### src/rtl/ssd_scan_ctrl.sv
// Four-digit common-anode seven-segment scan controller.
// Each digit slot starts with dead time, and loads are double-buffered so the display changes only at frame boundaries.
module ssd_scan_ctrl #(
    parameter int REFRESH_DIV = 50000,
    parameter int BLANK_CYC   = 16
) (
    input  logic        i_clk,
    input  logic        i_rst_n,
    input  logic [15:0] i_data_in,
    input  logic [3:0]  i_dp_in,
    input  logic        i_load,
    input  logic        i_lz_en,
    input  logic        i_blank,
    output logic [7:0]  o_ssd,
    output logic [3:0]  o_an,
    output logic [1:0]  o_digit_idx,
    output logic        o_frame_tick
);

    localparam int CW = (REFRESH_DIV > 2) ? $clog2(REFRESH_DIV) : 1;
    localparam logic [CW-1:0] SLOT_LAST = CW'(REFRESH_DIV - 1);
    localparam logic [CW-1:0] BLANK_END = CW'(BLANK_CYC);

    typedef enum logic {
        PH_BLANK = 1'b0,
        PH_DRIVE = 1'b1
    } phase_t;

    function automatic logic [6:0] seg_decode(input logic [3:0] nib);
        logic [6:0] seg;
        case (nib)
            4'h0:    seg = 7'b1000000;
            4'h1:    seg = 7'b1111001;
            4'h2:    seg = 7'b0100100;
            4'h3:    seg = 7'b0110000;
            4'h4:    seg = 7'b0011001;
            4'h5:    seg = 7'b0010010;
            4'h6:    seg = 7'b0000010;
            4'h7:    seg = 7'b1111000;
            4'h8:    seg = 7'b0000000;
            4'h9:    seg = 7'b0010000;
            4'hA:    seg = 7'b0001000;
            4'hB:    seg = 7'b0000011;
            4'hC:    seg = 7'b0100111;
            4'hD:    seg = 7'b0100001;
            4'hE:    seg = 7'b0000110;
            4'hF:    seg = 7'b0001110;
            default: seg = 7'b1111111;
        endcase
        return seg;
    endfunction

    logic [CW-1:0] r_slot_cnt;
    logic [1:0]    r_dig;
    phase_t        r_phase;
    logic [15:0]   r_disp_data;
    logic [3:0]    r_disp_dp;
    logic [15:0]   r_pend_data;
    logic [3:0]    r_pend_dp;
    logic          r_pend;
    logic [3:0]    r_an;
    logic [7:0]    r_ssd;
    logic          r_frame_tick;

    logic          w_slot_end;
    logic [CW-1:0] w_slot_nxt;
    logic [3:0]    w_nib;
    logic          w_lz_sup;

    // Slot counter advance and leading-zero detection for the digit being scanned.
    always_comb begin
        w_slot_end = (r_slot_cnt == SLOT_LAST);
        if (w_slot_end) begin
            w_slot_nxt = '0;
        end else begin
            w_slot_nxt = r_slot_cnt + CW'(1);
        end
        w_nib    = r_disp_data[{r_dig, 2'b00} +: 4];
        w_lz_sup = 1'b0;
        if (i_lz_en) begin
            case (r_dig)
                2'd3:    w_lz_sup = (r_disp_data[15:12] == 4'h0);
                2'd2:    w_lz_sup = (r_disp_data[15:8] == 8'h00);
                2'd1:    w_lz_sup = (r_disp_data[15:4] == 12'h000);
                default: w_lz_sup = 1'b0;
            endcase
        end else begin
            w_lz_sup = 1'b0;
        end
    end

    // Scan FSM; outputs reflect the state held before each edge, giving one cycle of latency.
    always_ff @(posedge i_clk or negedge i_rst_n) begin
        if (!i_rst_n) begin
            r_slot_cnt   <= '0;
            r_dig        <= 2'd0;
            r_phase      <= PH_BLANK;
            r_an         <= 4'hF;
            r_ssd        <= 8'hFF;
            r_frame_tick <= 1'b0;
        end else begin
            r_slot_cnt   <= w_slot_nxt;
            if (w_slot_end) begin
                r_dig <= r_dig + 2'd1;
            end
            r_phase      <= (w_slot_nxt < BLANK_END) ? PH_BLANK : PH_DRIVE;
            r_frame_tick <= w_slot_end && (r_dig == 2'd3);
            if (i_blank || (r_phase == PH_BLANK)) begin
                r_an  <= 4'hF;
                r_ssd <= 8'hFF;
            end else begin
                r_an  <= ~(4'b0001 << r_dig);
                r_ssd <= {~r_disp_dp[r_dig], w_lz_sup ? 7'h7F : seg_decode(w_nib)};
            end
        end
    end

    // Double buffer: a load coinciding with the frame tick bypasses the pending register.
    always_ff @(posedge i_clk or negedge i_rst_n) begin
        if (!i_rst_n) begin
            r_disp_data <= 16'h0000;
            r_disp_dp   <= 4'h0;
            r_pend_data <= 16'h0000;
            r_pend_dp   <= 4'h0;
            r_pend      <= 1'b0;
        end else if (r_frame_tick) begin
            if (i_load) begin
                r_disp_data <= i_data_in;
                r_disp_dp   <= i_dp_in;
            end else if (r_pend) begin
                r_disp_data <= r_pend_data;
                r_disp_dp   <= r_pend_dp;
            end
            r_pend <= 1'b0;
        end else if (i_load) begin
            r_pend_data <= i_data_in;
            r_pend_dp   <= i_dp_in;
            r_pend      <= 1'b1;
        end
    end

    assign o_an         = r_an;
    assign o_ssd        = r_ssd;
    assign o_frame_tick = r_frame_tick;
    assign o_digit_idx  = r_dig;

endmodule

### config.mk
export PLATFORM = sky130hd
export DESIGN_NAME = ssd_scan_ctrl
export DESIGN_NICKNAME = d
export VERILOG_FILES = /design/src/rtl/ssd_scan_ctrl.sv
export SDC_FILE = /design/constraint.sdc
export NUM_CORES = 1
export LEC_CHECK = 0
export CORE_MARGIN = 2
export CORE_UTILIZATION = 60
export DETAILED_ROUTE_END_ITERATION = 6
export PLACE_DENSITY = 0.8
export SLEW_MARGIN = 10
export SYNTH_ARGS = -nofsm -noshare
export SYNTH_HDL_FRONTEND = slang
export SYNTH_SLANG_ARGS = --single-unit
### constraint.sdc
create_clock -name i_clk -period 3.6 [get_ports i_clk]
set_input_delay 1.08 -clock i_clk [delete_from_list [all_inputs] [get_ports i_clk]]
set_output_delay 1.08 -clock i_clk [all_outputs]
set_load 0.005 [all_outputs]
==> results.sh, run 1 <==
export IMPL_status="completed"
export IMPL_r2r_cells=5
export IMPL_leakage_uw=0.00179
export IMPL_grt_overflow=0
export IMPL_seqPwrFrac_pct=49.4
export IMPL_cts_root_buffer="clkbuf_8"
export IMPL_grt_pass1_vias=2410
export IMPL_syn_avg_cell_area_um2=11.6
export IMPL_holdPathStages=2
export IMPL_synthFlopType="dfrtp_1"
export IMPL_cts_buffers=9
export IMPL_synth_top_area_share_pct=42.7
export IMPL_ctsHoldBuffers=0
export IMPL_drc=0
export IMPL_placement_rows=28
export IMPL_finalWirelength_um=6620
export IMPL_synth_edf_count=0
export IMPL_cap_violations=0
export IMPL_dr_first_iter_drc_count=129
export IMPL_synth_seq_cells=73
export IMPL_cp_data_required_time_ps=2520
export IMPL_die_area_um2=6600
export IMPL_yosysSeqAreaShare_pct=51.5
export IMPL_fin_ws_ps=978
export IMPL_syn2layout_area_growth_pct=18.5
export IMPL_io_pins=40
export IMPL_dp_hpwl_um=4440
export IMPL_async_flop_share_pct=100
export IMPL_p_int_uw=1390
export IMPL_cts_tree="done"
export IMPL_num_vias=2406
export IMPL_grt_pass1_wl_um=11300
export IMPL_routed_via_density=5.65
export IMPL_grt_max_degree=74
export IMPL_clkPwrFrac_pct=44.0
export IMPL_ir_drop_v=0.000274
export IMPL_netSwitchingFraction_pct=20.3
export IMPL_start_util_pct=61.2
export IMPL_criticalPathCategory="register to output port"
export IMPL_syn_nets=345
export IMPL_arrival_ps=1540
export IMPL_grt_util_all_layers_pct=22.8
export IMPL_fmaxAchievable_ghz=0.381
export IMPL_hold_class="register to register"
export IMPL_postRouteAntennaNets=0
export IMPL_dr_pass1_iters=5
export IMPL_diodes=0
export IMPL_core_area_um2=5850
export IMPL_cts_setup_buffers=0
export IMPL_finalHoldViolations=0
export IMPL_crit_fanout=9
export IMPL_worst_pin_slew_ps=894
export IMPL_cp_start_kind="register"
export IMPL_grt_antenna_before_repair=0
export IMPL_slowest_delay_ps=620
export IMPL_yosysWarnings=0
export IMPL_post_cts_resized=0
export IMPL_r2r_setup_slack_ps=1470
export IMPL_worst_path_max_delay_cell="dfrtp_1"
export IMPL_min_to="r_disp_dp[3]"
export IMPL_worstSkewPairLatency_ps=330
export IMPL_crit_path_end_kind="output port"
export IMPL_htreeDepth=3
export IMPL_setup_viol_count_final=0
export IMPL_net_switching_power_uw=354
export IMPL_wl_per_cell_um=15.5
export IMPL_fillCellCount=428
export IMPL_path_clk_slew_ps=80
export IMPL_synth_top_cell_by_area="dfrtp_1"
export IMPL_clock_skew_ps=9.73
export IMPL_dp_cells=410
export IMPL_ys_top_cells_by_count="dfrtp_1 (61), nand2_1 (40), o21ai_0 (29)"
export IMPL_pwr_share_comb_pct=6.6
export IMPL_finalCriticalPeriod_ps=2620
export IMPL_worstPathCellList="clkdlybuf4s50_1"
export IMPL_rsz0062_at_grt="no"
export IMPL_clock_path_buffers=2
export IMPL_r2r_start="o_digit_idx[1]"
export IMPL_nNetsFinal=382
export IMPL_syn_inst=309
export IMPL_die_w_um=81.2
export IMPL_r2r_end="o_ssd[1]"
export IMPL_drv_slew=0
export IMPL_gp_congestion=0.848
export IMPL_period_share_pct=72.8
export IMPL_tns_ps=0
export IMPL_hold_start="r_disp_dp[3]"
export IMPL_cp_top_family="flip-flops"
export IMPL_cts_sinks=73
export IMPL_holdWs_ps=489
export IMPL_slew_headroom_pct=40.4
export IMPL_power_density_nw_per_um2=412
export IMPL_die_h_um=81.2
export IMPL_io_buffers=39
export IMPL_drive_gt1_share_pct=19.7
export IMPL_cp_num_buf_inv=1
export IMPL_fin_cells=426
export IMPL_synthTopCellsByArea="dfrtp_1 (43%), dfstp_2 (8.8%), mux2_2 (6.3%), mux2i_1 (5.9%), nand2_1 (4.2%)"
export IMPL_syn_cell_area_um2=3580
export IMPL_place_ws_ps=870
export IMPL_synthMostInstantiatedCell="dfrtp_1"
export IMPL_ys_types=43
[how the worst max path moves through the flow]
stage                    from        endpoint  cells past startpoint
2_1_floorplan          i_load  r_disp_data[0]                      4
3_3_place_gp           i_load    r_pend_dp[1]                      5
3_5_place_dp          i_lz_en        o_ssd[5]                      4
4_1_cts        o_digit_idx[1]  o_digit_idx[1]                      1
5_1_grt        o_digit_idx[1]  o_digit_idx[1]                      1
6_report       o_digit_idx[1]  o_digit_idx[1]                      1
[through the flow]
stage	instance area, µm²	power, µW	util [%]
after global routing	4240	1810	72.5
after global placement	4000	989	68.3
final	4240	1750	72.5
after CTS	4240	1760	72.5
after detailed placement	4000	994	68.3
after floorplan	3580	927	-
[layout by cell type, fill, tap and decap left out, types with 2 or more instances in the layout]
cell / count
dfrtp_1: 61
nand2_1: 40
clkdlybuf4s50_1: 38
o21ai_0: 28
mux2i_1: 21
mux2_2: 20
nor2_1: 14
xnor2_1: 13
dfstp_2: 12
ha_1: 11
clkbuf_8: 10
o211ai_1: 9
inv_1: 7
buf_4: 6
mux4_2: 5
nand3_1: 4
nor4_1: 4
nor2b_1: 4
nand4_1: 4
xor2_1: 4
nor3_1: 4
nor4_2: 3
bufinv_16: 3
clkinv_2: 3
and3_1: 2
[cells by family (layout without fill, tap and decap cells)]
logic type | after synthesis | in the layout | synth area share, %
AO/OA/AOI/OAI | 47 | 47 | 8.04
XOR/XNOR | 17 | 17 | 4.16
adder cells (fa/ha/maj) | 11 | 11 | 3.85
buffers and inverters | 26 | 68 | 3.78
flip-flops | 73 | 73 | 51.5
multiplexers | 46 | 46 | 15.3
AND/OR/NAND/NOR | 89 | 89 | 13.4
[area by class of cell]
type	instances	area [µm²]	area share [%]
multi-input cells	210	1610	37.9
inverters	7	26.3	0.620
clock inverters	6	105	2.48
clock buffers	10	138	3.25
flip-flops and latches	73	1840	43.4
repair buffers	45	430	10.2
well taps	75	93.8	2.21
[power groups by stage]
stage	combinational (µW)	sequential (µW)	clock [µW]
after floorplan	53.0	874	0
after global placement	114	876	0
after detailed placement	117	877	0
after CTS	118	862	783
after global routing	128	864	822
final	115	862	769
[routing by layer]
layer  part of all wire, %  up-vias  GRT usage, %  wire (µm)
li1                      -     1157             -          -
met1                    44     1175          30.2       2930
met2                    50       62          37.3       3330
met3                   3.8       12          4.00        252
met4                   1.6        0          9.49        103
met5                     0        -             0          0
[sequential cells by signal (all words and copies together) (netlist names)]
signal	flops
r_phase	1
o_an	4
r_slot_cnt	16
r_disp_dp	4
r_disp_data	16
r_pend_dp	4
r_pend	1
o_ssd	8
r_pend_data	16
o_digit_idx	2
o_frame_tick	1
No activity file was read; power rests on OpenSTA's default activity.
==> run 2, diff against run 1 <==
- CORE_UTILIZATION: 60 -> 51
- PLACE_DENSITY: 0.8 -> 0.72
- clock period: 3.6 -> 2.25 ns (I/O delays scaled with it)
==> run 2 against run 1 <==
Via count fell by 1.8%; sequential share of layout area fell by 0.89 points; sequential power rose by 60%; total power rose by 58%; critical path type unchanged; critical endpoint is now o_digit_idx[0].
==> results.sh, run 2 (synthesized netlist as in run 1, its figures left out) <==
export IMPL_dr_first_iter_drc_count=123
export IMPL_crit_fanout=9
export IMPL_cp_num_cells=1
export IMPL_grt_overflow=0
export IMPL_fin_ws_ps=64.0
export IMPL_cap_violations=0
export IMPL_place_ws_ps=-58.9
export IMPL_final_util_pct=63.8
export IMPL_cts_root_buffer="clkbuf_8"
export IMPL_io_buffers=39
export IMPL_pwr_share_comb_pct=6.9
export IMPL_fmaxAchievable_ghz=0.457
export IMPL_routed_via_density=5.24
export IMPL_worst_pin_slew_ps=396
export IMPL_drv_slew=0
export IMPL_p_total_uw=2760
export IMPL_cp_data_required_time_ps=1570
export IMPL_holdWs_ps=363
export IMPL_hold_class="primary input to async pin"
export IMPL_net_switching_power_uw=575
export IMPL_wl_per_cell_um=14.1
export IMPL_cp_start_kind="register"
export IMPL_finalWirelength_um=6360
export IMPL_dr_max_layer_used="met4"
export IMPL_clkPwrFrac_pct=43.3
export IMPL_wl_met2_um=2950
export IMPL_netSwitchingFraction_pct=20.8
export IMPL_path_clk_slew_ps=80
export IMPL_die_w_um=87.8
export IMPL_finalHoldViolations=0
export IMPL_syn2layout_area_growth_pct=21.0
export IMPL_cp_num_buf_inv=1
export IMPL_leakage_uw=0.00182
export IMPL_criticalPathCategory="register to output port"
export IMPL_r2r_start="o_digit_idx[1]"
export IMPL_rsz0062_at_grt="no"
export IMPL_reg_top3="r_disp_data: 16 flops, r_pend_data: 16 flops, r_slot_cnt: 16 flops"
export IMPL_wl_met3_um=249
export IMPL_clock_skew_ps=9.77
export IMPL_start_util_pct=52.7
export IMPL_core_area_um2=6790
export IMPL_cts_buffers=9
export IMPL_worstPathCellList="clkdlybuf4s50_1"
export IMPL_r2r_end="o_ssd[1]"
export IMPL_gp_congestion=0.848
export IMPL_grt_antenna_before_repair=0
export IMPL_crit_path_end_kind="output port"
export IMPL_grt_util_all_layers_pct=18.5
export IMPL_status="completed"
export IMPL_worstSkewPairLatency_ps=340
export IMPL_p_int_uw=2190
export IMPL_met1_length_um=3100
export IMPL_cp_top_family="flip-flops"
export IMPL_slowest_delay_ps=590
export IMPL_grt_pass1_wl_um=10900
export IMPL_drc=0
export IMPL_worst_path_max_delay_cell="dfrtp_1"
export IMPL_postRouteAntennaNets=0
export IMPL_num_vias=2363
export IMPL_dr_pass1_iters=4
export IMPL_cts_sinks=73
export IMPL_layout_commonest_cell="dfrtp_1"
export IMPL_dp_hpwl_um=4380
export IMPL_die_h_um=87.8
export IMPL_htreeDepth=3
export IMPL_diodes=0
export IMPL_clock_path_buffers=2
export IMPL_ir_drop_v=0.000365
export IMPL_slew_headroom_pct=73.6
export IMPL_r2r_cells=5
export IMPL_final_cell_mix="dfrtp_1 (60), nand2_1 (40), clkdlybuf4s50_1 (38)"
export IMPL_arrival_ps=1510
export IMPL_io_pins=40
export IMPL_cts_tree="done"
export IMPL_power_density_nw_per_um2=638
export IMPL_period_share_pct=97.2
export IMPL_seqPwrFrac_pct=49.8
export IMPL_grt_pass1_vias=2333
export IMPL_setup_viol_count_final=0
export IMPL_nNetsFinal=386
export IMPL_finalCriticalPeriod_ps=2190
export IMPL_drive_gt1_share_pct=20.8
export IMPL_r2r_setup_slack_ps=360
export IMPL_grt_max_degree=74
export IMPL_tns_ps=0
export IMPL_die_area_um2=7700
export IMPL_cts_setup_buffers=0
export IMPL_placement_rows=30
-- run 2: worst max path at each step --
stage | startpoint | end | slack [ps]
detailed placement | i_lz_en | o_ssd[5] | -60
finish | o_digit_idx[0] | o_digit_idx[0] | 60
global route | o_digit_idx[0] | o_digit_idx[0] | 0.4
CTS | o_digit_idx[0] | o_digit_idx[0] | 40
global placement | i_lz_en | o_ssd[5] | -40
floorplan | o_digit_idx[1] | o_ssd[1] | 360
-- run 2: power by group through the flow --
stage	registers [µW]	logic, µW	clock network (µW)
after global placement	1400	194	0
final	1380	191	1190
after floorplan	1400	84.9	0
after global routing	1380	212	1290
after CTS	1380	196	1220
after detailed placement	1400	195	0
-- run 2: timing repair --
action                     4_1_cts  5_1_grt
gates resized for setup          1        0
setup endpoints to repair        1        0
hold buffers                     0        0
-- run 2: layout make-up --
cell class	count	area, µm²
Clock inverter	4	73.8
Sequential cell	73	1840
Timing Repair Buffer	49	498
Tap cell	96	120
Inverter	7	26.3
Clock buffer	12	165
Fill cell	538	2460
Multi-Input combinational cell	210	1610
-- run 2: metal layers --
| layer | up-vias | track usage, % |
|---|---|---|
| li1 | 1172 | - |
| met1 | 1135 | 26.7 |
| met2 | 48 | 27.8 |
| met3 | 8 | 5.09 |
| met4 | 0 | 5.03 |
| met5 | - | 0 |
-- run 2: stage by stage --
step                      area, µm²  cells
final                          4330    451
after floorplan                3580    309
after CTS                      4330    451
after detailed placement       4090    435
after global routing           4330    451
after global placement         4090    435
==> run 3, diff against run 2 <==
- RECOVER_POWER: unset -> 50
==> run 3 against run 2 <==
Combinational power barely moved; setup slack better by 12 ps; core utilization decreased by 0.074 points; critical path type unchanged; clock-buffer cell count is the same; clock power about the same; design area is 0.12% lower; wire length rose by 0.14%.
==> results.sh, run 3 (synthesized netlist as in run 1, its figures left out) <==
export IMPL_hold_class="primary input to async pin"
export IMPL_dr_first_iter_drc_count=130
export IMPL_cts_sinks=73
export IMPL_grt_antenna_before_repair=0
export IMPL_cp_num_cells=1
export IMPL_placement_rows=30
export IMPL_tns_ps=0
export IMPL_crit_fanout=9
export IMPL_grt_overflow=0
export IMPL_dr_pass1_iters=5
export IMPL_drv_slew=0
export IMPL_power_density_nw_per_um2=638
export IMPL_die_w_um=87.8
export IMPL_nNetsFinal=386
export IMPL_ir_drop_v=0.000365
export IMPL_gp_congestion=0.848
export IMPL_die_h_um=87.8
export IMPL_cp_top_family="flip-flops"
export IMPL_fin_ws_ps=75.8
export IMPL_grt_max_degree=74
export IMPL_cts_root_buffer="clkbuf_8"
export IMPL_wl_per_cell_um=14.1
export IMPL_postRouteAntennaNets=0
export IMPL_cts_buffers=9
export IMPL_arrival_ps=1500
export IMPL_syn2layout_area_growth_pct=20.9
export IMPL_io_buffers=39
export IMPL_drc=0
export IMPL_fmaxAchievable_ghz=0.460
export IMPL_layout_commonest_cell="dfrtp_1"
export IMPL_clkPwrFrac_pct=43.3
export IMPL_final_util_pct=63.7
export IMPL_htreeDepth=3
export IMPL_worstSkewPairLatency_ps=340
export IMPL_netSwitchingFraction_pct=20.8
export IMPL_cp_num_buf_inv=1
export IMPL_grt_pass1_wl_um=10900
export IMPL_seqPwrFrac_pct=49.9
export IMPL_drive_gt1_share_pct=20.3
export IMPL_period_share_pct=96.6
export IMPL_core_area_um2=6790
export IMPL_rsz0062_at_grt="no"
export IMPL_leakage_uw=0.00182
export IMPL_reg_top3="r_disp_data: 16 flops, r_pend_data: 16 flops, r_slot_cnt: 16 flops"
export IMPL_grt_util_all_layers_pct=18.5
export IMPL_io_pins=40
export IMPL_dp_hpwl_um=4380
export IMPL_cts_setup_buffers=0
export IMPL_finalWirelength_um=6370
export IMPL_clock_path_buffers=2
export IMPL_net_switching_power_uw=574
export IMPL_r2r_cells=5
export IMPL_slowest_delay_ps=580
export IMPL_multiInputGateArea_um2=1610
export IMPL_pwr_share_comb_pct=6.9
export IMPL_holdWs_ps=407
export IMPL_cts_tree="done"
export IMPL_worstPathCellList="clkdlybuf4s50_1"
export IMPL_finalHoldViolations=0
export IMPL_worst_pin_slew_ps=384
export IMPL_diodes=0
export IMPL_fillCellCount=539
export IMPL_die_area_um2=7700
export IMPL_finalCriticalPeriod_ps=2170
export IMPL_fin_area_um2=4330
export IMPL_status="completed"
export IMPL_place_area_um2=4090
export IMPL_crit_path_end_kind="output port"
export IMPL_place_ws_ps=-58.9
export IMPL_ctsHoldBuffers=0
export IMPL_path_clk_slew_ps=80
export IMPL_routed_via_density=5.25
export IMPL_clock_skew_ps=9.83
export IMPL_final_cell_mix="dfrtp_1 (60), nand2_1 (40), clkdlybuf4s50_1 (37)"
export IMPL_cp_start_kind="register"
export IMPL_p_int_uw=2190
export IMPL_setup_viol_count_final=0
export IMPL_cp_data_required_time_ps=1570
export IMPL_criticalPathCategory="register to output port"
export IMPL_grt_pass1_vias=2333
export IMPL_seq_area_um2=1840
export IMPL_num_vias=2368
export IMPL_start_util_pct=52.7
export IMPL_slew_headroom_pct=74.2
export IMPL_cap_violations=0
export IMPL_worst_path_max_delay_cell="dfrtp_1"
## run 3: cell count changes in the layout (fill, tap and decap cells not counted)
| cell | previous run | this run |
|---|---|---|
| dlygate4sd3_1 | 0 | 1 |
| clkdlybuf4s50_1 | 38 | 37 |
| buf_2 | 1 | 0 |
| buf_4 | 7 | 6 |
| clkbuf_1 | 0 | 2 |
## run 3: worst paths after layout
| check | from | endpoint | slack [ps] |
|---|---|---|---|
| min | i_rst_n | r_pend_dp[1] | 410 |
| max | o_digit_idx[0] | o_digit_idx[0] | 80 |
| max in group asynchronous | i_rst_n | r_slot_cnt[12] | 1540 |
| min in group i_clk | r_disp_data[0] | r_disp_data[0] | 490 |
| min reg2reg | r_disp_data[0] | r_disp_data[0] | 490 |
| max reg2reg | o_digit_idx[1] | o_ssd[1] | 350 |
## run 3: power groups by stage
stage                     Clock (µW)  Sequential [µW]  Combinational, µW
after floorplan                    0             1400               84.9
after global placement             0             1400                194
after detailed placement           0             1400                195
after CTS                       1220             1380                196
after global routing            1290             1380                211
final                           1190             1380                189
## run 3: stage by stage
step                      instances  power [µW]
after floorplan                 309        1480
after global placement          435        1590
after detailed placement        435        1600
after CTS                       451        2790
after global routing            451        2880
final                           451        2760
## run 3: layout make-up
cell class	count	share of cell area, %
sequential	73	42.6
multi-input combinational	210	37.1
timing repair buffer	49	11.4
clock buffer	12	3.82
tap	96	2.78
clock inverter	4	1.71
inverter	7	0.607
## run 3: routing by layer
metal,vias up,share of wire [%],track usage [%]
met5,-,0,0
met4,0,1.0,5.03
met3,7,4.1,5.09
met2,53,46,27.8
met1,1134,49,26.7
li1,1174,-,-
## run 3: timing repair
action,in CTS,in global routing
setup endpoints to repair,1,0
resized for setup,1,0
endpoints found under the hold margin,0,0
